===== config.mk =====
export PLATFORM = sky130hd
export DESIGN_NAME = load_store_unit
export DESIGN_NICKNAME = d
export VERILOG_FILES = /design/src/rtl/load_store_unit.sv
export SDC_FILE = /design/constraint.sdc
export NUM_CORES = 1
export LEC_CHECK = 0
export BUFFER_PORTS_ARGS = -buffer_cell sky130_fd_sc_hd__buf_2
export CORE_UTILIZATION = 40
export DETAILED_ROUTE_END_ITERATION = 16
export GPL_ROUTABILITY_DRIVEN = 0
export PLACE_DENSITY = 0.78
export SLEW_MARGIN = 15
export SYNTH_ARGS = -nofsm -noshare
export SYNTH_HDL_FRONTEND = slang
export SYNTH_SLANG_ARGS = --single-unit

===== constraint.sdc =====
create_clock -name clk -period 3.2 [get_ports clk]
set_clock_uncertainty 0.15 [all_clocks]
set_input_delay 0.96 -clock clk [delete_from_list [all_inputs] [get_ports clk]]
set_output_delay 0.96 -clock clk [all_outputs]
set_load 0.05 [all_outputs]

===== src/rtl/load_store_unit.sv =====
// Load/store unit: serialises one byte/half/word memory access at a time
// against a synchronous word-wide data memory. Sub-word stores are done as
// read-modify-write. Optional build macro LSU_MISALIGN_TRAP_EN turns
// misaligned half/word accesses into errors instead of truncating low bits.
module load_store_unit #(
  parameter int unsigned MEM_WORDS = 256
) (
  input  logic        clk,
  input  logic        rst,
  input  logic        req_valid,
  output logic        req_ready,
  input  logic        req_write,
  input  logic [1:0]  req_size,
  input  logic        req_unsigned,
  input  logic [31:0] req_addr,
  input  logic [31:0] req_wdata,
  output logic        resp_valid,
  output logic [31:0] resp_rdata,
  output logic        resp_err,
  output logic [31:0] mem_addr,
  output logic [31:0] mem_write_data,
  output logic        mem_memwrite,
  output logic        mem_memread,
  input  logic [31:0] mem_read_data
);

  typedef enum logic [1:0] {IDLE, RD, WR, DONE} state_t;

  state_t      state, state_next;
  logic        r_write;
  logic [1:0]  r_size;
  logic        r_unsigned;
  logic [1:0]  r_lane;
  logic [31:0] r_wdata;
  logic [29:0] r_idx;
  logic        r_err;

  logic        accept;
  logic        out_of_range;
  logic        misalign;
  logic        err_in;
  logic [7:0]  ld_byte;
  logic [15:0] ld_half;
  logic [31:0] merged;

  assign accept       = req_valid && req_ready;
  assign out_of_range = ({2'b00, req_addr[31:2]} >= MEM_WORDS);

`ifdef LSU_MISALIGN_TRAP_EN
  assign misalign = ((req_size == 2'b01) && req_addr[0]) ||
                    ((req_size == 2'b10) && (req_addr[1:0] != 2'b00));
`else
  assign misalign = 1'b0;
`endif

  assign err_in = out_of_range || (req_size == 2'b11) || misalign;

  // State register; reset abandons any in-flight access.
  always_ff @(posedge clk) begin
    if (rst) state <= IDLE;
    else     state <= state_next;
  end

  // Capture the accepted request and its error classification.
  always_ff @(posedge clk) begin
    if (rst) begin
      r_write    <= 1'b0;
      r_size     <= '0;
      r_unsigned <= 1'b0;
      r_lane     <= '0;
      r_wdata    <= '0;
      r_idx      <= '0;
      r_err      <= 1'b0;
    end else if (accept) begin
      r_write    <= req_write;
      r_size     <= req_size;
      r_unsigned <= req_unsigned;
      r_lane     <= req_addr[1:0];
      r_wdata    <= req_wdata;
      r_idx      <= req_addr[31:2];
      r_err      <= err_in;
    end
  end

  // Next-state: errors skip memory, word stores skip the read phase.
  always_comb begin
    state_next = state;
    unique case (state)
      IDLE: begin
        if (accept) begin
          if (err_in)                                state_next = DONE;
          else if (req_write && req_size == 2'b10)   state_next = WR;
          else                                       state_next = RD;
        end
      end
      RD:      state_next = r_write ? WR : DONE;
      WR:      state_next = DONE;
      DONE:    state_next = IDLE;
      default: state_next = IDLE;
    endcase
  end

  // Lane extraction for loads and lane merge for sub-word stores.
  always_comb begin
    ld_byte = mem_read_data[{r_lane, 3'b000} +: 8];
    ld_half = mem_read_data[{r_lane[1], 4'b0000} +: 16];
    merged  = mem_read_data;
    unique case (r_size)
      2'b00:   merged[{r_lane, 3'b000} +: 8]     = r_wdata[7:0];
      2'b01:   merged[{r_lane[1], 4'b0000} +: 16] = r_wdata[15:0];
      default: merged = r_wdata;
    endcase
  end

  // Output decode from state and the captured request.
  always_comb begin
    req_ready      = (state == IDLE) && !rst;
    mem_memread    = (state == RD);
    mem_memwrite   = (state == WR);
    mem_addr       = {2'b00, r_idx};
    mem_write_data = (state == WR) ? merged : '0;
    resp_valid     = (state == DONE);
    resp_err       = (state == DONE) && r_err;
    resp_rdata     = '0;
    if ((state == DONE) && !r_err && !r_write) begin
      unique case (r_size)
        2'b00:   resp_rdata = r_unsigned ? {24'h0, ld_byte} : {{24{ld_byte[7]}}, ld_byte};
        2'b01:   resp_rdata = r_unsigned ? {16'h0, ld_half} : {{16{ld_half[15]}}, ld_half};
        default: resp_rdata = mem_read_data;
      endcase
    end
  end

endmodule


==> results.yml <==
run_status:
  outcome: "finished, violations left"
  failed_checks: "negative setup slack"
clock_tree:
  cts_hold_buffers: 0
  clock_path_buffers: 2
  ctsRootBufferMaster: "clkbuf_16"
  numClockSinks: 71
  htree_levels: 3
  numCtsBuffers: 9
  insertion_delay_ns: 0.32
  cts_tree: "yes"
  clk_pin_slew_ns: 0.05
die:
  chipWidth_um: 108.4
  pin_count: 204
  rows: 38
  die_h_um: 108.4
  fp.coreArea_um2: 10940
  die-area_um2: 11760
  initial_utilization_pct: 41.43
logic_synthesis:
  yosys.cell_types.count: 48
  synth_edf_count: 0
  synth_area_um2: 4531
  synthArstFlopShare_pct: 0
  synth-warning-count: 0
  ys_ff_latch: 71
  avgSynthCellArea_um2: 7.771
  synthFlopType: "dfxtp_1"
  synthCells: 583
  yosysSeqAreaShare_pct: 31.37
finish:
  final_cell_mix: "buf_2, nand2_1, nand2b_1"
  fin_cells: 943
  multi_input_area_um2: 3507
  layout.cells.most_common: "buf_2"
  area_delta_synth_final_pct: 61.86
  final_cell_area_um2: 7333
  fin_util_pct: 67.06
  nets: 911
  fillers: 863
  regArea_um2: 1431
  antenna_cells: 0
  layout-drive-gt1-share_pct: 47.70
placed_design:
  dpl_cell_area_um2: 6394
  dp_worst_setup_slack_ns: -0.3987
  hpwl_mm: 12.61
  dp_cells: 923
  port_buffers: 201
timing:
  setup_violations: 12
  hold_viol_final: 0
  tns_ns: -1.188
  slew_headroom_pct: 63.29
  finalMaxSlewViolations: 0
  holdWs_ns: 0.3093
  fmax_ghz: 0.2985
  period_needed_ns: 3.350
  setup_ws_ns: -0.1500
  fin_crit_sh_pct: 104.7
  worst_slew_pin_slew_ns: 0.5368
  rsz0062_at_grt: "yes"
routing:
  wirelength_mm: 16.91
  drt_pre_antenna_iters: 5
  drtAntennaViolNets: 0
  drtIter0Drc: 448
  post_drt_wl_per_cell_um: 17.93
  route.vias.total: 5301
  viasPerCell: 5.621
  drcViolationCount: 0
setup_path:
  critical_path_class: "in -> out"
  worstSetupStartpointType: "input port"
  path_cells: "buf_6 > mux2_4 > a32o_2 > o21ai_4 > buf_12 > a221oi_4 > buf_6"
  worstPathMaxFanout: 7
  critPathSlowestCell: "mux2_4"
  crit_required_ns: 2.09
  crit_path_max_incr_delay_ns: 0.30
  cp_data_arrival_time_ns: 2.24
  critPathCaptureType: "output port"
  critPathMostFrequentCell: "buf_6"
power_and_ir_drop:
  power_frac_comb_pct: 61.7
  swShare_pct: 48.78
  switchingPower_mw: 2.811
  p_leak_nw: 3.102
  pwr-share-seq_pct: 21.7
  peakVddDrop_mv: 0.4846
  p_total_mw: 5.763
  p_per_area_nw_per_um2: 785.9
  p_int_mw: 2.952
  clockPowerShare_pct: 16.6
global_routing:
  overflow: 0
  grt_max_degree: 72
  grt_antenna_before_repair: 0
  grt_pass1_wl_mm: 25.28
  grt_pass1_vias: 5090
  grt_usage_pct: 27.86
flow_run:
  drv_cap: 0
min_path:
  hold_path_class: "reg -> reg"
area by class of cell:
| class | instances | area share [%] |
|---|---|---|
| Clock inverter | 6 | 0.6995 |
| Timing Repair Buffer | 252 | 25.29 |
| Inverter | 18 | 1.024 |
| Clock buffer | 10 | 3.259 |
| Tap cell | 140 | 2.389 |
| Sequential cell | 71 | 19.52 |
| Multi-Input combinational cell | 446 | 47.82 |
worst max-delay path, delay by kind of cell:
kind	cells	cell delay, ns
mux	1	0.30
buf+inv	3	0.44
compound gates	3	0.54
flip-flops by register name (all words and copies together), names as in the netlist:
name	cells
r_wdata	32
r_lane	2
r_unsigned	1
r_write	1
r_err	1
state	2
r_size	2
r_idx	30
kinds of logic after synthesis:
family	synth area share, %
flip-flops	31.37
AND/OR/NAND/NOR	25.08
adder cells (fa/ha/maj)	2.762
other	0.08277
buffers and inverters	6.352
AO/OA/AOI/OAI	27.95
multiplexers	6.407
final timing paths:
kind	startpoint	endpoint	slack [ns]	cells after the start
hold / removal	r_idx[5]	r_idx[5]	0.31	2
setup reg to reg	state[0]	r_wdata[24]	1.15	7
hold reg to reg	r_idx[5]	r_idx[5]	0.31	2
setup / recovery	mem_read_data[15]	resp_rdata[9]	-0.15	7
layer usage:
metal / global-route usage [%] / vias up / part of all wire [%]
met1: 31.17 / 2453 / 38
met4: 13.32 / 0 / 3.6
li1: - / 2505 / -
met3: 7.535 / 44 / 9.4
met5: 0 / - / 0
met2: 48.69 / 299 / 49
synthesized netlist by cell type, types with 7 or more instances:
cell	count	area share [%]
a22oi_1	8	1.3
nor2b_1	20	2.8
o21ai_0	28	3.1
a22o_1	8	1.5
a21o_1	16	2.7
nand2_1	83	6.9
o21ai_1	64	7.1
buf_2	14	1.5
clkbuf_1	28	2.3
o22ai_1	7	0.97
inv_1	16	1.3
mux4_2	7	3.5
ha_1	10	2.8
dfxtp_1	71	31
nand2b_1	68	9.4
a222oi_1	8	1.8
a21oi_1	9	0.99
a221o_1	8	1.8
nor3_1	8	0.88
mux2i_1	11	2.4
a21boi_1	8	1.3
nor2_1	24	2.0
a221oi_1	16	3.1
power groups by stage:
| stage | Clock [mW] | Combinational (mW) | Sequential, mW |
|---|---|---|---|
| after floorplan | 0 | 2.15 | 1.45 |
| after global placement | 0 | 3.09 | 1.23 |
| after detailed placement | 0 | 3.16 | 1.24 |
| after CTS | 0.976 | 3.37 | 1.24 |
| after global routing | 1.01 | 3.74 | 1.27 |
| final | 0.956 | 3.56 | 1.25 |
timing repair:
item                                    in CTS  in global routing
gates resized for setup                     97                 87
endpoints found under the setup margin      57                 56
pin swaps                                   17                 18
setup buffers                                1                  9
Power figures use the tool's default switching activity.
